--- src/rtl/gpio_irq_pkg.sv ---
// Shared constants for the GPIO interrupt controller: register byte addresses
// and the widest supported pin count.
package gpio_irq_pkg;

    localparam int MAX_W = 32;

    localparam logic [7:0] ADDR_DATA_IN    = 8'h00;
    localparam logic [7:0] ADDR_DATA_OUT   = 8'h04;
    localparam logic [7:0] ADDR_DIR        = 8'h08;
    localparam logic [7:0] ADDR_OUT_SET    = 8'h0C;
    localparam logic [7:0] ADDR_OUT_CLR    = 8'h10;
    localparam logic [7:0] ADDR_RISE_EN    = 8'h14;
    localparam logic [7:0] ADDR_FALL_EN    = 8'h18;
    localparam logic [7:0] ADDR_IRQ_STATUS = 8'h1C;

endpackage

--- src/rtl/gpio_in_filter.sv ---
// One pin's input conditioning: SYNC_STAGES-deep synchroniser, followed by a
// stability counter when GPIO_DEBOUNCE_EN is defined.
module gpio_in_filter #(
    parameter int SYNC_STAGES = 2
`ifdef GPIO_DEBOUNCE_EN
    , parameter int DB_CYCLES = 4
`endif
) (
    input  logic clk,
    input  logic rst,
    input  logic pin_i,
    output logic fin_o
);

    logic [SYNC_STAGES-1:0] sync_q;

    always_ff @(posedge clk or posedge rst) begin
        if (rst) begin
            sync_q <= '0;
        end else begin
            sync_q <= {sync_q[SYNC_STAGES-2:0], pin_i};
        end
    end

`ifdef GPIO_DEBOUNCE_EN
    localparam int CNT_W = $clog2(DB_CYCLES + 1);

    logic [CNT_W-1:0] cnt_q;
    logic             db_fin_q;

    // Any sample that agrees with the current filtered value restarts the count.
    always_ff @(posedge clk or posedge rst) begin
        if (rst) begin
            cnt_q    <= '0;
            db_fin_q <= 1'b0;
        end else if (sync_q[SYNC_STAGES-1] != db_fin_q) begin
            if (cnt_q == CNT_W'(DB_CYCLES - 1)) begin
                db_fin_q <= sync_q[SYNC_STAGES-1];
                cnt_q    <= '0;
            end else begin
                cnt_q <= cnt_q + 1'b1;
            end
        end else begin
            cnt_q <= '0;
        end
    end

    assign fin_o = db_fin_q;
`else
    assign fin_o = sync_q[SYNC_STAGES-1];
`endif

endmodule

--- src/rtl/gpio_irq_ctrl.sv ---
// GPIO controller with direction, atomic set/clear and W1C edge interrupts.
// Optional input debounce is enabled by defining GPIO_DEBOUNCE_EN.
module gpio_irq_ctrl
    import gpio_irq_pkg::*;
#(
    parameter int GPIO_W      = 32,
    parameter int SYNC_STAGES = 2
`ifdef GPIO_DEBOUNCE_EN
    , parameter int DB_CYCLES = 4
`endif
) (
    input  logic              clk,
    input  logic              rst,
    input  logic              wr_en,
    input  logic              rd_en,
    input  logic [7:0]        addr,
    input  logic [31:0]       wdata,
    output logic [31:0]       rdata,
    input  logic [GPIO_W-1:0] gpio_in,
    output logic [GPIO_W-1:0] gpio_out,
    output logic [GPIO_W-1:0] gpio_oe,
    output logic              irq
);

    logic [GPIO_W-1:0] fin;
    logic [GPIO_W-1:0] fin_q;
    logic [GPIO_W-1:0] data_out_q, data_out_d;
    logic [GPIO_W-1:0] dir_q, dir_d;
    logic [GPIO_W-1:0] rise_en_q, rise_en_d;
    logic [GPIO_W-1:0] fall_en_q, fall_en_d;
    logic [GPIO_W-1:0] status_q, status_d;
    logic [GPIO_W-1:0] edge_set;
    logic [GPIO_W-1:0] w1c_mask;
    logic [GPIO_W-1:0] wdata_w;
    logic [31:0]       rdata_q, rdata_d;
    logic [31:0]       rd_word;

    for (genvar g = 0; g < GPIO_W; g++) begin : g_pin
        gpio_in_filter #(
            .SYNC_STAGES (SYNC_STAGES)
`ifdef GPIO_DEBOUNCE_EN
            , .DB_CYCLES (DB_CYCLES)
`endif
        ) u_filter (
            .clk   (clk),
            .rst   (rst),
            .pin_i (gpio_in[g]),
            .fin_o (fin[g])
        );
    end

    assign wdata_w = wdata[GPIO_W-1:0];

    // Output-direction pins are excluded from edge detection.
    assign edge_set = ~dir_q & ((fin & ~fin_q & rise_en_q) | (~fin & fin_q & fall_en_q));
    assign w1c_mask = (wr_en && addr == ADDR_IRQ_STATUS) ? wdata_w : '0;
    assign status_d = (status_q & ~w1c_mask) | edge_set;

    always_comb begin
        data_out_d = data_out_q;
        dir_d      = dir_q;
        rise_en_d  = rise_en_q;
        fall_en_d  = fall_en_q;
        if (wr_en) begin
            case (addr)
                ADDR_DATA_OUT: data_out_d = wdata_w;
                ADDR_DIR:      dir_d      = wdata_w;
                ADDR_OUT_SET:  data_out_d = data_out_q | wdata_w;
                ADDR_OUT_CLR:  data_out_d = data_out_q & ~wdata_w;
                ADDR_RISE_EN:  rise_en_d  = wdata_w;
                ADDR_FALL_EN:  fall_en_d  = wdata_w;
                default: ;
            endcase
        end
    end

    // Read mux sees pre-write state, so a simultaneous write is not reflected.
    always_comb begin
        rd_word = '0;
        case (addr)
            ADDR_DATA_IN:    rd_word[GPIO_W-1:0] = fin;
            ADDR_DATA_OUT:   rd_word[GPIO_W-1:0] = data_out_q;
            ADDR_DIR:        rd_word[GPIO_W-1:0] = dir_q;
            ADDR_RISE_EN:    rd_word[GPIO_W-1:0] = rise_en_q;
            ADDR_FALL_EN:    rd_word[GPIO_W-1:0] = fall_en_q;
            ADDR_IRQ_STATUS: rd_word[GPIO_W-1:0] = status_q;
            default: ;
        endcase
    end

    assign rdata_d = rd_en ? rd_word : rdata_q;

    always_ff @(posedge clk or posedge rst) begin
        if (rst) begin
            fin_q      <= '0;
            data_out_q <= '0;
            dir_q      <= '0;
            rise_en_q  <= '0;
            fall_en_q  <= '0;
            status_q   <= '0;
            rdata_q    <= '0;
        end else begin
            fin_q      <= fin;
            data_out_q <= data_out_d;
            dir_q      <= dir_d;
            rise_en_q  <= rise_en_d;
            fall_en_q  <= fall_en_d;
            status_q   <= status_d;
            rdata_q    <= rdata_d;
        end
    end

    assign rdata    = rdata_q;
    assign gpio_out = data_out_q;
    assign gpio_oe  = dir_q;
    assign irq      = |status_q;

endmodule

--- config.mk ---
export PLATFORM = sky130hd
export DESIGN_NAME = gpio_irq_ctrl
export DESIGN_NICKNAME = d
export VERILOG_FILES = /design/src/rtl/gpio_irq_pkg.sv /design/src/rtl/gpio_in_filter.sv /design/src/rtl/gpio_irq_ctrl.sv
export SDC_FILE = /design/constraint.sdc
export NUM_CORES = 1
export LEC_CHECK = 0
export ABC_AREA = 1
export CELL_PAD_IN_SITES_DETAIL_PLACEMENT = 2
export CELL_PAD_IN_SITES_GLOBAL_PLACEMENT = 2
export CORE_MARGIN = 2
export CORE_UTILIZATION = 33
export CTS_CLUSTER_DIAMETER = 30
export DETAILED_ROUTE_END_ITERATION = 6
export PLACE_DENSITY_LB_ADDON = 0.05
export SLEW_MARGIN = 20
export SYNTH_ARGS = -nofsm -noshare
export SYNTH_HDL_FRONTEND = slang
export SYNTH_HIERARCHICAL = 1
export SYNTH_SLANG_ARGS = --single-unit
--- constraint.sdc ---
create_clock -name clk -period 10.3 [get_ports clk]
set_input_delay 2.06 -clock clk [delete_from_list [all_inputs] [get_ports clk]]
set_output_delay 2.06 -clock clk [all_outputs]
set_load 0.02 [all_outputs]
==> results of run 1 <==
==> cell usage in the layout (no fill, tap or decap), types with 3 or more instances in the layout <==
master and n:
sky130_fd_sc_hd__o21ai_0 128, sky130_fd_sc_hd__nor4_1 8, sky130_fd_sc_hd__o31ai_1 32, sky130_fd_sc_hd__nand3_2 5
sky130_fd_sc_hd__clkdlybuf4s50_1 170, sky130_fd_sc_hd__a21oi_1 64, sky130_fd_sc_hd__buf_4 14, sky130_fd_sc_hd__dfrtp_1 288
sky130_fd_sc_hd__clkinv_2 24, sky130_fd_sc_hd__nand4_1 32, sky130_fd_sc_hd__clkbuf_16 87, sky130_fd_sc_hd__nor2_1 103
sky130_fd_sc_hd__nor2_4 5, sky130_fd_sc_hd__a21boi_0 31, sky130_fd_sc_hd__o211ai_1 32, sky130_fd_sc_hd__clkbuf_1 10
sky130_fd_sc_hd__clkbuf_8 20, sky130_fd_sc_hd__nand2_1 335, sky130_fd_sc_hd__inv_2 5, sky130_fd_sc_hd__inv_1 101
sky130_fd_sc_hd__nand3_1 223, sky130_fd_sc_hd__nand2_2 3
==> area by class of cell <==
cell class	count	area share, %
multi-input combinational	1002	27.32
inverter	108	2.349
sequential	288	40.87
clock buffer	117	14.12
timing repair buffer	186	10.30
clock inverter	31	1.362
tap	518	3.676
==> report_power, final <==
group	switching, mW	internal, mW	total (mW)	leakage (nW)
Clock	0.744	1.71	2.45	1.37
Combinational	0.169	0.112	0.281	3.29
Sequential	0.0754	1.20	1.27	3.55
Total	0.989	3.02	4.00	8.21
==> logic make-up (layout without fill, tap and decap cells) <==
group | after synthesis | after routing | share of synthesized area (%)
flops | 288 | 288 | 55.76
buf+inv | 200 | 442 | 7.164
compound gates | 288 | 288 | 13.01
simple gates | 714 | 714 | 24.07
==> path summary, 6_finish.rpt <==
path / from / to / slack (ns) / depth (start not counted)
min in group asynchronous: rst / g_pin[1].u_filter/sync_q[1]$_DFF_PP0_ / 1.71 / 3
hold / removal: g_pin[29].u_filter/sync_q[0]$_DFF_PP0_ / g_pin[29].u_filter/sync_q[1]$_DFF_PP0_ / 0.34 / 0
setup reg to reg: gpio_out[16]$_DFFE_PP0P_ / gpio_out[16]$_DFFE_PP0P_ / 9.17 / 4
setup / recovery: addr[5] / gpio_out[31]$_DFFE_PP0P_ / 4.40 / 11
hold reg to reg: g_pin[29].u_filter/sync_q[0]$_DFF_PP0_ / g_pin[29].u_filter/sync_q[1]$_DFF_PP0_ / 0.34 / 0
max in group asynchronous: rst / rdata[28]$_DFFE_PP0P_ / 6.82 / 4
==> worst register-to-register path: cells and delay by family, from the launching register on <==
kind             cells  cell delay [ns]
flip-flops           1             0.46
AO/OA/AOI/OAI        1             0.25
AND/OR/NAND/NOR      3             0.30
==> per-layer routing <==
| metal | up-vias | part of all wire [%] | GRT usage [%] |
|---|---|---|---|
| li1 | 5382 | - | - |
| met1 | 6356 | 45 | 34.18 |
| met2 | 234 | 49 | 44.82 |
| met3 | 95 | 3.2 | 4.595 |
| met4 | 0 | 2.5 | 8.561 |
| met5 | - | 0 | 0 |
==> registers in the layout, indices dropped and copies added, names as in the netlist <==
| name | count |
|---|---|
| fall_en_q | 32 |
| gpio_out | 32 |
| rise_en_q | 32 |
| status_q | 32 |
| gpio_oe | 32 |
| rdata | 32 |
| g_pin.u_filter/sync_q | 64 |
| fin_q | 32 |
==> per-stage QoR <==
stage / hold WS [ns] / power [mW] / area [um^2]
6_report: 0.3426 / 4.005 / 17630
5_1_grt: 0.3540 / 4.144 / 17630
4_1_cts: 0.3446 / 4.049 / 17630
3_5_place_dp: 0.3356 / 1.570 / 14900
3_3_place_gp: 0.3319 / 1.559 / 14900
2_1_floorplan: 0.3312 / 1.395 / 12920
==> flow_summary.toml, run 1 <==
[placed_design]
buffer_ports.inserted = 172
finalWeightedCongestion = 0.7638
detailedPlace.worstSlack_ns = 3.784
detailedPlacementHpwl_um = 30770
post-place-cells = 2102

[pwr]
max-vdd-ir-drop_v = 0.0001065
powerDensity_nw_per_um2 = 227.1
p_leak_nw = 8.213

[logic_synthesis]
yosys.cell_count.top_type = "sky130_fd_sc_hd__nand2_1"
synth_area_leaders = "sky130_fd_sc_hd__dfrtp_1, sky130_fd_sc_hd__nand2_1, sky130_fd_sc_hd__nand3_1"
yosys.cell_types.count = 23
post_synth_instance_area_um2 = 12920
synth_largest_type_area_fraction_pct = 55.76
yosys_register_bits = 288
seq_area_frac_synth_pct = 55.76
yosysWarningCount = 6
ys_top_cells_by_count = "sky130_fd_sc_hd__nand2_1, sky130_fd_sc_hd__dfrtp_1, sky130_fd_sc_hd__nand3_1"
yosys_top_cell_by_area = "sky130_fd_sc_hd__dfrtp_1"
synth.avg_cell_area_um2 = 8.674
main_synth_ff_type = "sky130_fd_sc_hd__dfrtp_1"
syn_nets = 1566
synth-async-reset-ratio_pct = 100.0
syn_inst = 1490
synth_enable_flop_cells = 0

[floorplan]
num_rows = 72
floorplan.die.height_um = 201.9
dieWidth_um = 201.9
start_util_pct = 33.44
core_area_um2 = 38650
total_die_area_um2 = 40770
design.portCount = 173

[clock_network]
tritoncts = "built"
cts_made_buffers = 85
clock_path_buffers = 3
path_clk_slew_ns = 0.04
latest_clock_arrival_within_the_worst_skew_pair_ns = 0.58
cts-root-buf = "sky130_fd_sc_hd__clkbuf_16"
cts.repair_timing.setup_buffer_count = 0
cts-htree-levels = 3
cts.sink_count = 288
holdBufCountCts = 0
cts_repair_resize_count = 0

[cells_and_area]
instances_no_fill = 2250
antenna_cells = 0
layout.core_utilization_pct = 45.63
nNetsFinal = 1747
area.growth.synth_to_final_pct = 36.43
multi_input_comb_area_um2 = 4817
regArea_um2 = 7207
drive_gt1_share_pct = 10.05
num-fill-cells = 4123

[global_route]
grt_pass1_vias = 13940
grt_pass1_wl_um = 83260
pin_count_of_the_biggest_net_entering_global_routing = 100
grt_overflow = 0
grt_resource_usage_total_pct = 26.39
antenna_found_initial = 1

[detailed_routing]
number_of_routed_nets_with_antenna_violations = 0
detail_route.iter0.violations = 609
detail_route.wl_per_cell_um = 23.24
drc = 0
post_drt_via_cell_ratio = 5.363
firstDrtPassIters = 5
detail_route.wirelength_um = 52290
route.vias.total = 12070

[outcome]
outcome = "finished clean"

[critical_path]
cpLargestDelayFamily = "buffers and inverters"
crit_path_max_fanout = 67
crit_path_cell_trace = "clkdlybuf4s50_1 > nor2_1 > nand2_1 > clkinv_2 > buf_4 > nand2_2 > nand3_2 > nand2_2 > inv_2 > nand2_1 > nand2_1"
worst_path_max_stage_delay_ns = 0.78
crit_buf_inv = 4
crit_type = "input port to register"
path_common_cell = "sky130_fd_sc_hd__nand2_1"
worstPathRequired_ns = 10.80
critical-path-slowest-cell = "sky130_fd_sc_hd__buf_4"
worst_ep_arrival_time_ns = 6.40
endpoint_kind = "register"
worstSetupStartpointType = "input port"

[job]
drv.max_cap_violation_count = 0

[timing]
setup_violations = 0
final_hold_violating_endpoints = 0
grt_setup_unrepaired = "no"
final_critical_path_setup_slack_ns = 4.398
clock.fmax_ghz = 0.1694
layout_min_cycle_time_ns = 5.902
fin_tns_setup_ns = 0
skew_ns = 0.01509
tightest_slew_ns = 1.117
worst_slew_margin_rel_pct = 25.46
final_min_period_over_clock_period_pct = 57.30
drv_slew = 0

[worst_hold_path]
timing.hold.worst.class = "register to register"
No activity file was read; power rests on OpenSTA's default activity.
==> run 2, diff against run 1 <==
Clock period 10.3 ns to 5.7 ns, I/O delays scaled along.
==> flow_summary.toml, run 2 (synthesis results as in run 1) <==
[cells_and_area]
layout_commonest_cell = "sky130_fd_sc_hd__nand2_1"
antenna_cells = 0
largest_register_ffs = 64
area.growth.synth_to_final_pct = 39.10
final_cell_mix = "sky130_fd_sc_hd__nand2_1, sky130_fd_sc_hd__dfrtp_1, sky130_fd_sc_hd__nand3_1"
stdcell_area_um2 = 17980
drive_gt1_share_pct = 10.87
max_flop_register = "g_pin.u_filter/sync_q"
nNetsFinal = 1759

[detailed_routing]
route.vias.total = 12220
number_of_routed_nets_with_antenna_violations = 0
post_drt_via_cell_ratio = 5.393
firstDrtPassIters = 6
detail_route.iter0.violations = 527
drc = 0
detail_route.wl_per_cell_um = 23.63
detail_route.wirelength_um = 53550

[clock_network]
cts.sink_count = 288
tritoncts = "built"
cts_made_buffers = 86
clock_path_buffers = 3
path_clk_slew_ns = 0.04
holdBufCountCts = 0
cts-htree-levels = 3
cts.repair_timing.setup_buffer_count = 0
cts-root-buf = "sky130_fd_sc_hd__clkbuf_16"
cts_repair_resize_count = 0
latest_clock_arrival_within_the_worst_skew_pair_ns = 0.59

[timing]
tightest_slew_ns = 1.022
final_hold_violating_endpoints = 0
worst_slew_margin_rel_pct = 31.89
final_min_period_over_clock_period_pct = 64.73
clock.fmax_ghz = 0.2710
layout_min_cycle_time_ns = 3.689
finalHoldWorstSlack_ns = 0.3457
setup_violations = 0
skew_ns = 0.01764
drv_slew = 0
grt_setup_unrepaired = "no"
fin_tns_setup_ns = 0

[critical_path]
worst_ep_arrival_time_ns = 2.55
endpoint_kind = "primary output"
worstSetupStartpointType = "register"
path_common_cell = "sky130_fd_sc_hd__nand2_1"
critical_path.startpoint = "status_q[2]$_DFF_PP0_"
crit_path_max_fanout = 3
crit_type = "register to primary output"
worst_path_max_stage_delay_ns = 0.57
crit_path_cell_trace = "nor4_1 > nand2_1 > nor2_1 > nand2_1 > clkdlybuf4s50_1"
critical-path-slowest-cell = "sky130_fd_sc_hd__clkdlybuf4s50_1"
cpLargestDelayFamily = "simple AND/OR/NAND/NOR gates"
worstPathRequired_ns = 4.56
crit_buf_inv = 1
critical_path.reg2reg.startpoint = "gpio_oe[24]$_DFFE_PP0P_"

[worst_hold_path]
timing.hold.worst.class = "register to register"
worst_hold_startpoint = "g_pin[6].u_filter/sync_q[0]$_DFF_PP0_"

[job]
drv.max_cap_violation_count = 0

[pwr]
switching_share_pct = 23.99
p_clk_share_pct = 63.7
powerDensity_nw_per_um2 = 429.1
power.internal_mw = 5.864
pnr_total_power_mw = 7.715
p_leak_nw = 8.360
max-vdd-ir-drop_v = 0.0002637
combinational_group_share_of_total_power_pct = 6.6
sequentialPowerShare_pct = 29.7
p_switching_mw = 1.851

[floorplan]
core_area_um2 = 38650
design.portCount = 173
dieWidth_um = 201.9
start_util_pct = 33.44
total_die_area_um2 = 40770
num_rows = 72
floorplan.die.height_um = 201.9

[placed_design]
detailedPlacementHpwl_um = 31250
buffer_ports.inserted = 172
placed_cell_area_um2 = 15000
finalWeightedCongestion = 0.7381

[global_route]
grt_resource_usage_total_pct = 26.92
pin_count_of_the_biggest_net_entering_global_routing = 92
grt_pass1_vias = 14010
grt_overflow = 0
antenna_found_initial = 0
grt_pass1_wl_um = 84300

[outcome]
outcome = "finished clean"
run 2: cell types whose count changed in the layout (fill, tap and decap cells not counted), moves of 2 or more:
cell / delta
sky130_fd_sc_hd__bufinv_16: +12
sky130_fd_sc_hd__clkbuf_1: -2
sky130_fd_sc_hd__inv_6: +3
sky130_fd_sc_hd__clkinv_2: -4
sky130_fd_sc_hd__buf_4: +9
sky130_fd_sc_hd__clkinvlp_4: +3
sky130_fd_sc_hd__clkbuf_8: -12
sky130_fd_sc_hd__buf_12: +2
sky130_fd_sc_hd__clkinv_8: -2
sky130_fd_sc_hd__clkinv_4: +8
run 2: routing by layer:
layer  global-route usage [%]  part of all wire (%)  wire length [um]  vias up
met5                        0                     0                 0        -
met4                    8.587                   2.4              1299        0
met3                    5.079                   4.0              2154       93
met2                    46.67                    50             26950      298
met1                    33.87                    43             23150     6420
li1                         -                     -                 -     5409
run 2: layout make-up:
cell class / instances / area (um^2)
inverters: 108 / 410.4
flip-flops and latches: 288 / 7207
well taps: 518 / 648.1
multi-input cells: 1002 / 4812
clock buffers: 103 / 2317
fillers: 4037 / 20670
clock inverters: 50 / 659.4
repair buffers: 197 / 1924
run 2: worst paths after layout:
kind / endpoint / slack, ns / cells after the start
worst max-delay path: irq / 2.01 / 5
worst min register to register: g_pin[6].u_filter/sync_q[1]$_DFF_PP0_ / 0.35 / 0
worst min-delay path: g_pin[6].u_filter/sync_q[1]$_DFF_PP0_ / 0.35 / 0
min in group asynchronous: g_pin[0].u_filter/sync_q[1]$_DFF_PP0_ / 0.79 / 3
worst max register to register: rdata[24]$_DFFE_PP0P_ / 4.61 / 4
max in group asynchronous: gpio_out[21]$_DFFE_PP0P_ / 3.46 / 4
run 2: power by group through the flow:
stage | clock, mW | combinational, mW | sequential (mW)
after global routing | 5.09 | 0.559 | 2.31
after CTS | 4.98 | 0.522 | 2.29
final | 4.91 | 0.512 | 2.29
after detailed placement | 0 | 0.513 | 2.32
after floorplan | 0 | 0.181 | 2.34
after global placement | 0 | 0.497 | 2.31
run 2: through the flow:
step	util, %	setup WS, ns	std cells
after CTS	46.52	1.966	2266
after floorplan	-	1.636	1490
after detailed placement	38.82	1.685	2113
after global routing	46.52	1.890	2266
after global placement	38.82	1.805	2113
final	46.52	2.011	2266
